`config.mk`:
```
export PLATFORM = sky130hd
export DESIGN_NAME = pad10_1_stream
export DESIGN_NICKNAME = d
export VERILOG_FILES = /design/src/rtl/kmac_pkg.sv /design/src/rtl/pad10_1_stream.sv
export SDC_FILE = /design/constraint.sdc
export NUM_CORES = 2
export LEC_CHECK = 0
export CORE_AREA = 5 5 527 529
export CTS_BUF_LIST = sky130_fd_sc_hd__clkbuf_8
export CTS_CLUSTER_SIZE = 30
export DETAILED_ROUTE_END_ITERATION = 8
export DIE_AREA = 0 0 532 534
export GPL_TIMING_DRIVEN = 1
export PLACE_DENSITY_LB_ADDON = 0.15
export SLEW_MARGIN = 25
export SYNTH_ARGS = -nofsm -noshare
export SYNTH_HDL_FRONTEND = slang
export SYNTH_SLANG_ARGS = --single-unit
```
`constraint.sdc`:
```
create_clock -name clk -period 4.2 [get_ports clk]
set_input_delay 0.63 -clock clk [delete_from_list [all_inputs] [get_ports clk]]
set_output_delay 0.63 -clock clk [all_outputs]
set_load 0.02 [all_outputs]
```
`src/rtl/kmac_pkg.sv`:
```
`default_nettype none
// +--------------------------------------------------------------------+
// | kmac_pkg : shared KMAC/Keccak padding types, suffixes and states    |
// | Revision : 1.0                                                      |
// +--------------------------------------------------------------------+
package kmac_pkg;

  typedef enum logic [1:0] {
    MODE_SHA3   = 2'd0,
    MODE_SHAKE  = 2'd1,
    MODE_CSHAKE = 2'd2,
    MODE_KECCAK = 2'd3
  } mode_e;

  localparam logic [7:0] SUFFIX_SHA3   = 8'h06;
  localparam logic [7:0] SUFFIX_SHAKE  = 8'h1F;
  localparam logic [7:0] SUFFIX_CSHAKE = 8'h04;
  localparam logic [7:0] SUFFIX_KECCAK = 8'h01;
  localparam logic [7:0] PAD_FINAL     = 8'h80;

  typedef enum logic [1:0] {
    ST_IDLE   = 2'd0,
    ST_ABSORB = 2'd1,
    ST_PAD    = 2'd2,
    ST_EMIT   = 2'd3
  } state_e;

  function automatic logic [7:0] mode_to_suffix(input mode_e m);
    logic [7:0] s;
    case (m)
      MODE_SHA3:   s = SUFFIX_SHA3;
      MODE_SHAKE:  s = SUFFIX_SHAKE;
      MODE_CSHAKE: s = SUFFIX_CSHAKE;
      default:     s = SUFFIX_KECCAK;
    endcase
    return s;
  endfunction

endpackage
`default_nettype wire

```
`src/rtl/pad10_1_stream.sv`:
```
`default_nettype none
// +--------------------------------------------------------------------+
// | pad10_1_stream : byte-stream pad10*1 padder packing rate-sized     |
// | blocks for the Keccak absorb stage.            Revision : 1.0       |
// +--------------------------------------------------------------------+
module pad10_1_stream
  import kmac_pkg::*;
#(
  parameter int RATE_MAX = 168,
  parameter int RATE_W   = $clog2(RATE_MAX + 1)
) (
  input  logic                  clk,
  input  logic                  rst_n,
  input  logic                  start,
  input  logic [RATE_W-1:0]     rate_bytes,
  input  logic [1:0]            mode,
  input  logic                  in_valid,
  output logic                  in_ready,
  input  logic [7:0]            in_data,
  input  logic                  in_keep,
  input  logic                  in_last,
  output logic                  out_valid,
  input  logic                  out_ready,
  output logic [8*RATE_MAX-1:0] out_block,
  output logic                  out_last,
  output logic                  done,
  output logic                  err
);

  state_e              r_state, w_state_nxt;
  logic [RATE_W-1:0]   r_rate, r_idx;
  logic [7:0]          r_suffix;
  logic                r_pad_pend, r_out_last, r_done, r_err;
  logic [8*RATE_MAX-1:0] w_block;

  logic w_rate_ok, w_start_ok, w_in_hs, w_data_beat, w_last_byte;
  logic w_blk_full, w_out_hs, w_clr, w_pad;

  assign w_rate_ok   = (rate_bytes[2:0] == 3'd0) && (rate_bytes >= RATE_W'(8)) &&
                       (rate_bytes <= RATE_W'(RATE_MAX));
  assign w_start_ok  = (r_state == ST_IDLE) && start && w_rate_ok;
  assign w_in_hs     = in_valid && (r_state == ST_ABSORB);
  assign w_data_beat = w_in_hs && (in_keep || !in_last);
  assign w_last_byte = (r_idx == r_rate - RATE_W'(1));
  assign w_blk_full  = w_data_beat && w_last_byte;
  assign w_out_hs    = (r_state == ST_EMIT) && out_ready;
  assign w_clr       = w_start_ok || w_out_hs;
  assign w_pad       = (r_state == ST_PAD);

  always_ff @(posedge clk or negedge rst_n) begin
    if (!rst_n) r_state <= ST_IDLE;
    else        r_state <= w_state_nxt;
  end

  always_comb begin
    w_state_nxt = r_state;
    case (r_state)
      ST_IDLE:   if (w_start_ok) w_state_nxt = ST_ABSORB;
      ST_ABSORB: begin
        if (w_blk_full)               w_state_nxt = ST_EMIT;
        else if (w_in_hs && in_last)  w_state_nxt = ST_PAD;
      end
      ST_PAD:    w_state_nxt = ST_EMIT;
      default: begin
        if (out_ready) begin
          if (r_out_last)      w_state_nxt = ST_IDLE;
          else if (r_pad_pend) w_state_nxt = ST_PAD;
          else                 w_state_nxt = ST_ABSORB;
        end
      end
    endcase
  end

  always_ff @(posedge clk or negedge rst_n) begin
    if (!rst_n) begin
      r_rate     <= '0;
      r_suffix   <= '0;
      r_idx      <= '0;
      r_pad_pend <= 1'b0;
      r_out_last <= 1'b0;
      r_done     <= 1'b0;
      r_err      <= 1'b0;
    end else begin
      r_done <= w_out_hs && r_out_last;
      r_err  <= (r_state == ST_IDLE) && start && !w_rate_ok;
      if (w_start_ok) begin
        r_rate   <= rate_bytes;
        r_suffix <= mode_to_suffix(mode_e'(mode));
      end
      if (w_clr)            r_idx <= '0;
      else if (w_data_beat) r_idx <= r_idx + RATE_W'(1);
      // A last byte that fills the block owes a padding-only block afterwards
      if (w_start_ok || w_out_hs)  r_pad_pend <= 1'b0;
      else if (w_blk_full && in_last) r_pad_pend <= 1'b1;
      if (w_pad)         r_out_last <= 1'b1;
      else if (w_out_hs) r_out_last <= 1'b0;
    end
  end

  for (genvar gi = 0; gi < RATE_MAX; gi++) begin : g_byte
    localparam logic [RATE_W-1:0] c_idx = RATE_W'(gi);
    logic [7:0] r_byte;
    logic [7:0] w_pad_val;
    logic       w_we;

    assign w_we      = w_data_beat && (r_idx == c_idx);
    // Suffix and final bit may land on the same byte (e.g. 0x06|0x80)
    assign w_pad_val = ((r_idx == c_idx) ? r_suffix : 8'h00) |
                       ((r_rate - RATE_W'(1) == c_idx) ? PAD_FINAL : 8'h00);

    always_ff @(posedge clk or negedge rst_n) begin
      if (!rst_n)      r_byte <= '0;
      else if (w_clr)  r_byte <= '0;
      else if (w_we)   r_byte <= in_data;
      else if (w_pad)  r_byte <= r_byte | w_pad_val;
    end

    assign w_block[8*gi +: 8] = r_byte;
  end

  assign in_ready  = (r_state == ST_ABSORB);
  assign out_valid = (r_state == ST_EMIT);
  assign out_block = w_block;
  assign out_last  = r_out_last;
  assign done      = r_done;
  assign err       = r_err;

endmodule
`default_nettype wire

```
# After elaboration in Yosys (flattened, before gate mapping)

Cells that the tools add are included.
W data, S select, Z words.

$add $sub $neg: 2
Order comparisons: 2
Equal/unequal tests: 342
Mux-type cells: 854
Bitwise operators: 336
Reductions and logical operators: 362

Operators by type and width:

| kind                  | number |
|---|---|
| $mux W8               | 842 |
| $or A8 B8 Y8          | 336 |
| $eq A8 B7 Y1 const B  | 128 |
| $eq A8 B8 Y1 const B  | 80 |
| $eq A8 B6 Y1 const B  | 64 |
| $reduce_bool A3 Y1    | 168 |
| $eq A8 B5 Y1 const B  | 32 |
| $logic_and A1 B1 Y1   | 180 |
| $eq A8 B4 Y1 const B  | 16 |
| $eq A8 B3 Y1 const B  | 8 |
| $eq A8 B2 Y1 const B  | 4 |
| $eq A8 B1 Y1 const B  | 2 |
| $logic_not A8 Y1      | 2 |
| $pmux W5 S3           | 1 |
| $mux W2               | 6 |
| $add A8 B1 Y8 const B | 1 |
| $eq A8 B8 Y1          | 1 |
| $ge A8 B4 Y1 const B  | 1 |
| $le A8 B8 Y1 const B  | 1 |
| $sub A8 B1 Y8 const B | 1 |
| $eq A2 B2 Y1 const B  | 3 |
| $pmux W2 S3           | 1 |
| $reduce_bool A2 Y1    | 3 |
| $eq A2 B1 Y1 const B  | 2 |
| other kinds (9)       | 15 |

Bits in registers: 1374
Input port bits: 25
Output and inout port bits: 1349
Logic and storage cells: 2074

# Depth between registers and ports, before layout

Depth after elaboration: 8
Mapped depth: 12
Mapped depth without buffers: 8

# Least setup slack after synthesis

OpenSTA, ideal clock, no wires.

Kind: input to register
From: input rate_bytes[7]
To: register g_byte[7].r_byte[2]
Arrival time: 2.711 ns
Data required time: 4.080 ns
Slack: 1.369 ns
Stages: 11
Cells stage by stage: or4_1 > o22a_1 > buf_2 > a221o_1 > buf_2 > a21o_1 > buf_2 > buf_6 > buf_6 > a21oi_2 > nor2_1

Cells in the longest elaborated chain, start to end: 6
Elaborated cells on any way between the ends: 8
Classes of those cells: order compare (2); mux (1); reduce/logical (5)

RTL lines:

| item                                                                  | line                  | RTL |
|---|---|---|
| from (decl)                                                           | pad10_1_stream.sv:15  | `input logic [RATE_W-1:0] rate_bytes,` |
| $ge A8 B4 Y1                                                          | pad10_1_stream.sv:39  | `assign w_rate_ok = (rate_bytes[2:0] == 3'd0) && (rate_bytes >= RATE_W'(8)) &&` |
| $logic_and A1 B1 Y1                                                   | pad10_1_stream.sv:39  |  |
| $logic_and A1 B1 Y1 *                                                 | pad10_1_stream.sv:39  |  |
| $logic_and A1 B1 Y1 *                                                 | pad10_1_stream.sv:41  | `assign w_start_ok = (r_state == ST_IDLE) && start && w_rate_ok;` |
| $logic_or A1 B1 Y1 *                                                  | pad10_1_stream.sv:47  | `assign w_clr = w_start_ok \|\| w_out_hs;` |
| $reduce_bool A3 Y1 (no source line) / $mux W8 (equally long branches) | n/a                   |  |
| to (signal assigned)                                                  | pad10_1_stream.sv:114 | `else if (w_we) r_byte <= in_data;` |
| to (signal assigned)                                                  | pad10_1_stream.sv:115 | `else if (w_pad) r_byte <= r_byte \| w_pad_val;` |
| to (decl)                                                             | pad10_1_stream.sv:102 | `logic [7:0] r_byte;` |

Mark *: on every way between the ends. The rest lies on a longest branch, timed or not.
A chain may end at the register's enable or synchronous reset.

# Final worst setup path

From: register r_state[0]
To: register g_byte[140].r_byte[4]

Cells in the longest elaborated chain, start to end: 6
Elaborated cells on any way between the ends: 14
Classes of those cells: eq/ne (3); mux (2); reduce/logical (9)

RTL lines:

| item                   | line                  | RTL |
|---|---|---|
| from (decl)            | pad10_1_stream.sv:30  | `state_e r_state, w_state_nxt;` |
| from (signal assigned) | pad10_1_stream.sv:52  | `else r_state <= w_state_nxt;` |
| $eq A2 B1 Y1           | pad10_1_stream.sv:42  | `assign w_in_hs = in_valid && (r_state == ST_ABSORB);` |
| $logic_and A1 B1 Y1    | pad10_1_stream.sv:42  |  |
| $logic_and A1 B1 Y1    | pad10_1_stream.sv:43  | `assign w_data_beat = w_in_hs && (in_keep \|\| !in_last);` |
| $logic_and A1 B1 Y1    | pad10_1_stream.sv:106 | `assign w_we = w_data_beat && (r_idx == c_idx);` |
| $mux W8                | pad10_1_stream.sv:114 |  |
| $mux W8                | pad10_1_stream.sv:113 | `else if (w_clr) r_byte <= '0;` |
| to (signal assigned)   | pad10_1_stream.sv:114 |  |
| to (signal assigned)   | pad10_1_stream.sv:115 |  |
| to (decl)              | pad10_1_stream.sv:102 |  |

Several ways; a longest one is shown, not always the timed one.

==> summary by stage <==
Status
The run finished with clean final reports.

Place
The number of placed instances, taps included, is roughly 11,000. At the end of routability-driven placement, the weighted congestion stood at ~0.85. Port buffering added about 1,400 buffers.

The wire-length estimate of the detail-placed layout is 283,000 µm.

Run
Across the run, the number of max-cap violations was 0.

Floorplanning
Row generation in the floorplan step produced ~190 rows. The overall die width is around 530 µm. The floorplan step defined a die boundary enclosing approximately 280,000 µm².

The count of pins on the block boundary is about 1,400. The initial utilization of the core area, before any placement, comes to 0.216. The die is approximately 530 µm tall.

The area of the core region is about 270,000 µm².

Cells and area
The layout has about 28,000 filler cells. The top cell types in the final layout, fill and taps aside, are 1,370 x dfrtp_1, 1,364 x clkdlybuf4s50_1, 983 x nor2_1. The finished layout holds approximately 11,000 standard cells, fillers aside. The number of nets at the end of the flow is about 7,500.

The fraction of layout instances using a drive strength above 1 is 0.140. Compared with the post-synthesis result, the final layout area differs by 44.1%. The final core utilization is 0.311. The most frequent standard cell in the layout excluding fill and tap cells is dfrtp_1.

Global routing
The wire length of the first global-routing pass is between 500,000 and 600,000 µm. The number of antenna violations at the first check in global routing is 40. The maximum number of pins on one net before global-route repair is roughly 160. The via count of the first global-routing pass is 57,035. The aggregate global routing overflow is 0. In the global route stage, overall resource usage came out at 0.274.

Clock network
The clock reaches the later pin of the worst-skew pair after around 1.1 ns. Clock-pin slew was measured on the worst setup and hold paths at roughly 0.060 ns. The longest clock path from root to sink contains 4 buffers. TritonCTS built the clock tree.

The number of CTS-inserted buffers is just under 300. After clock tree synthesis, the repair step resized 0 gates. The clock tree synthesis step divided the H-tree into 5 levels. The root cell of the clock tree is clkbuf_8.

The post-CTS repair timing setup buffer count is 0. The clock drives 1,370 sinks. Buffers inserted to repair hold after CTS numbered 2.

Synthesis
Summing every instance area after synthesis gives slightly below 60,000 µm². The post-synthesis cell type with the largest combined area is dfrtp_1. Counting flops with a built-in enable in the synthesized netlist gives 0. The total nets after synthesis is a little over 6,000.

Each instance of the synthesized netlist takes up on average about 9.8 µm². The top flip-flop cell by instance count after synthesis is dfrtp_1. In the post-synthesis netlist, the biggest area contributors are dfrtp_1 58%, a21oi_1 7.2%, nor2_1 6.4%. Of the synthesized area, sequential elements account for 0.582. The top cell type's share of synthesized area is 0.582. The yosys synthesis warning count is 0. After synthesis, the netlist uses 65 different library cells. In the synthesized netlist the async set-or-reset flop fraction comes to 1.00. The synthesized design contains between 1,000 and 1,500 register bits. The gate count of the mapped netlist is 6,016.

STA
The relative slew slack is 0.205. The hold violation count in the final report was 0. The measured slew at the worst slew-check pin is about 1.2 ns.

In the finished design, the share of the clock period the worst path needs comes to 0.869. The minimum clock period after layout is roughly 3.6 ns. Between clock sinks in the finished design, the worst skew comes to 0.121 ns. The number of max-slew violations in the final report is 0.

Setup violations remaining at the end of the flow were counted as 0. The worst hold margin is around 0.13 ns. Setup repair after global routing left no endpoint under its margin. The maximum achievable frequency is around 270 MHz.

Route
The total length of routed wires is 405,000 µm. After detailed routing, the number of remaining DRC violations is 0. The overall via count from detail_route is between 50,000 and 60,000.

The post-detailed-route count of antenna-violating nets is 0. The total iterations of the first detailed-routing run is 6. The ratio of routed vias to standard cells is between 5 and 6. The routed wirelength normalized by instance count is around 36 µm.

The first-iteration detailed-routing DRC count is between 5,000 and 6,000.

Setup path
The class of the most critical setup path is register to register. The worst setup path is launched from a register. The worst setup path is captured at a register. The endpoint arrival time on the critical path is around 4.6 ns. The highest fanout seen on the critical path is 36.

At the worst endpoint, the required time is between 5 and 6 ns.

Min path
The min-delay analysis places its worst path in the category input pin to register.

Pwr
The cell leakage power is 37.7 nW. Across the VDD grid, the largest voltage drop is about 0.32 mV. The power per cell area is around 470 nW/µm².
## state kept, by name (all words and copies together) (netlist names)
| register | count |
|---|---|
| r_suffix | 4 |
| r_idx | 8 |
| done | 1 |
| err | 1 |
| r_pad_pend | 1 |
| r_rate | 8 |
| g_byte.r_byte | 1344 |
| r_state | 2 |
| out_last | 1 |
## cells by family (layout without fill, tap and decap cells)
logic type | after synthesis | in the layout | synth area share
xor gates and xnor gates | 24 | 24 | 0.00380
other | 0 | 18 | 0
and+or+nand+nor | 1748 | 1748 | 0.122
adders and majority gates | 12 | 12 | 0.00255
muxes | 215 | 215 | 0.0366
buffers and inverters | 575 | 2238 | 0.0405
DFF | 1370 | 1370 | 0.582
AOI/OAI and AO/OA | 2072 | 2072 | 0.213
## report_power, final
group	total, mW	leakage (nW)	switching [mW]	internal (mW)
Combinational	11.7	15.5	8.58	3.10
Clock	14.4	3.17	6.61	7.82
Sequential	14.1	19.1	0.547	13.6
Total	40.3	37.7	15.7	24.5
## synth_stat cells (3+ instances only)
library cell / number
a21o_1: 5
a21oi_1: 852
a21oi_2: 11
a31oi_1: 145
and2_1: 13
and3_1: 9
buf_1: 21
buf_2: 58
buf_4: 16
buf_6: 13
clkbuf_1: 438
dfrtp_1: 1370
ha_1: 12
inv_1: 29
mux2_2: 5
mux2i_1: 210
nand2_1: 364
nand2b_1: 12
nand3_1: 137
nand4_1: 6
nor2_1: 1005
nor2b_1: 9
nor3_1: 161
nor3b_1: 4
nor4_1: 8
nor4_2: 3
o211a_1: 19
o211ai_1: 8
o21a_1: 3
o21ai_0: 730
o21ai_1: 4
o221a_1: 43
o221a_2: 219
o311ai_0: 6
o311ai_1: 5
or3_1: 6
or4_1: 3
xnor2_1: 17
xor2_1: 6
## per-layer routing
metal / share of wire / wire [µm] / vias up / GRT usage
met2: 0.45 / 184000 / 2839 / 0.430
met1: 0.41 / 166000 / 29663 / 0.344
li1: - / - / 24348 / -
met4: 0.048 / 19500 / 8 / 0.121
met3: 0.087 / 35400 / 599 / 0.0885
met5: 0.00012 / 47 / - / 0
## per-stage QoR
stage,TNS [ns],total power [mW],cell area [µm²],setup WS (ns)
floorplan,0,19.2,58900,1.37
global placement,-55.92,26.0,79200,-0.296
global route,0,41.8,84800,0.380
detailed placement,-2.31,26.1,79300,-0.0398
finish,0,40.3,84900,0.551
CTS,0,40.7,84800,0.535
## critical path, cell delays in order (launching register included)
cell and delay (ns):
dfrtp_1 0.40, inv_1 0.11, ha_1 0.42, nand2_1 0.17, buf_12 0.16, nor4_2 0.56, buf_12 0.22, a221o_1 0.24
a21oi_4 0.21, buf_16 0.23, buf_12 0.17, nor3_1 0.33, o221a_2 0.26
## cell type report
cell class              instances  area (µm²)  share of cell area
inverters                      29         109             0.00128
multi-input cells            4071       22800               0.268
repair buffers               1734       17600               0.208
clock buffers                 345        4750              0.0560
flip-flops and latches       1370       34300               0.404
well taps                    3589        4490              0.0529
diodes                         18        45.0            0.000531
clock inverters               130         768             0.00905
## path summary, 6_finish.rpt
path                                      startpoint                     to  slack (ns)  cells past startpoint
worst max-delay path                      r_state[0]  g_byte[140].r_byte[4]        0.55                     12
worst min-delay path                      in_data[6]   g_byte[99].r_byte[6]        0.13                      3
worst max register to register            r_state[0]  g_byte[140].r_byte[4]        0.55                     12
worst min register to register  g_byte[95].r_byte[1]   g_byte[95].r_byte[1]        0.51                      2
max in group asynchronous                      rst_n  g_byte[160].r_byte[1]        2.56                      3
min in group asynchronous                      rst_n   g_byte[95].r_byte[2]        0.24                      2
No activity file was read; power rests on OpenSTA's default activity.
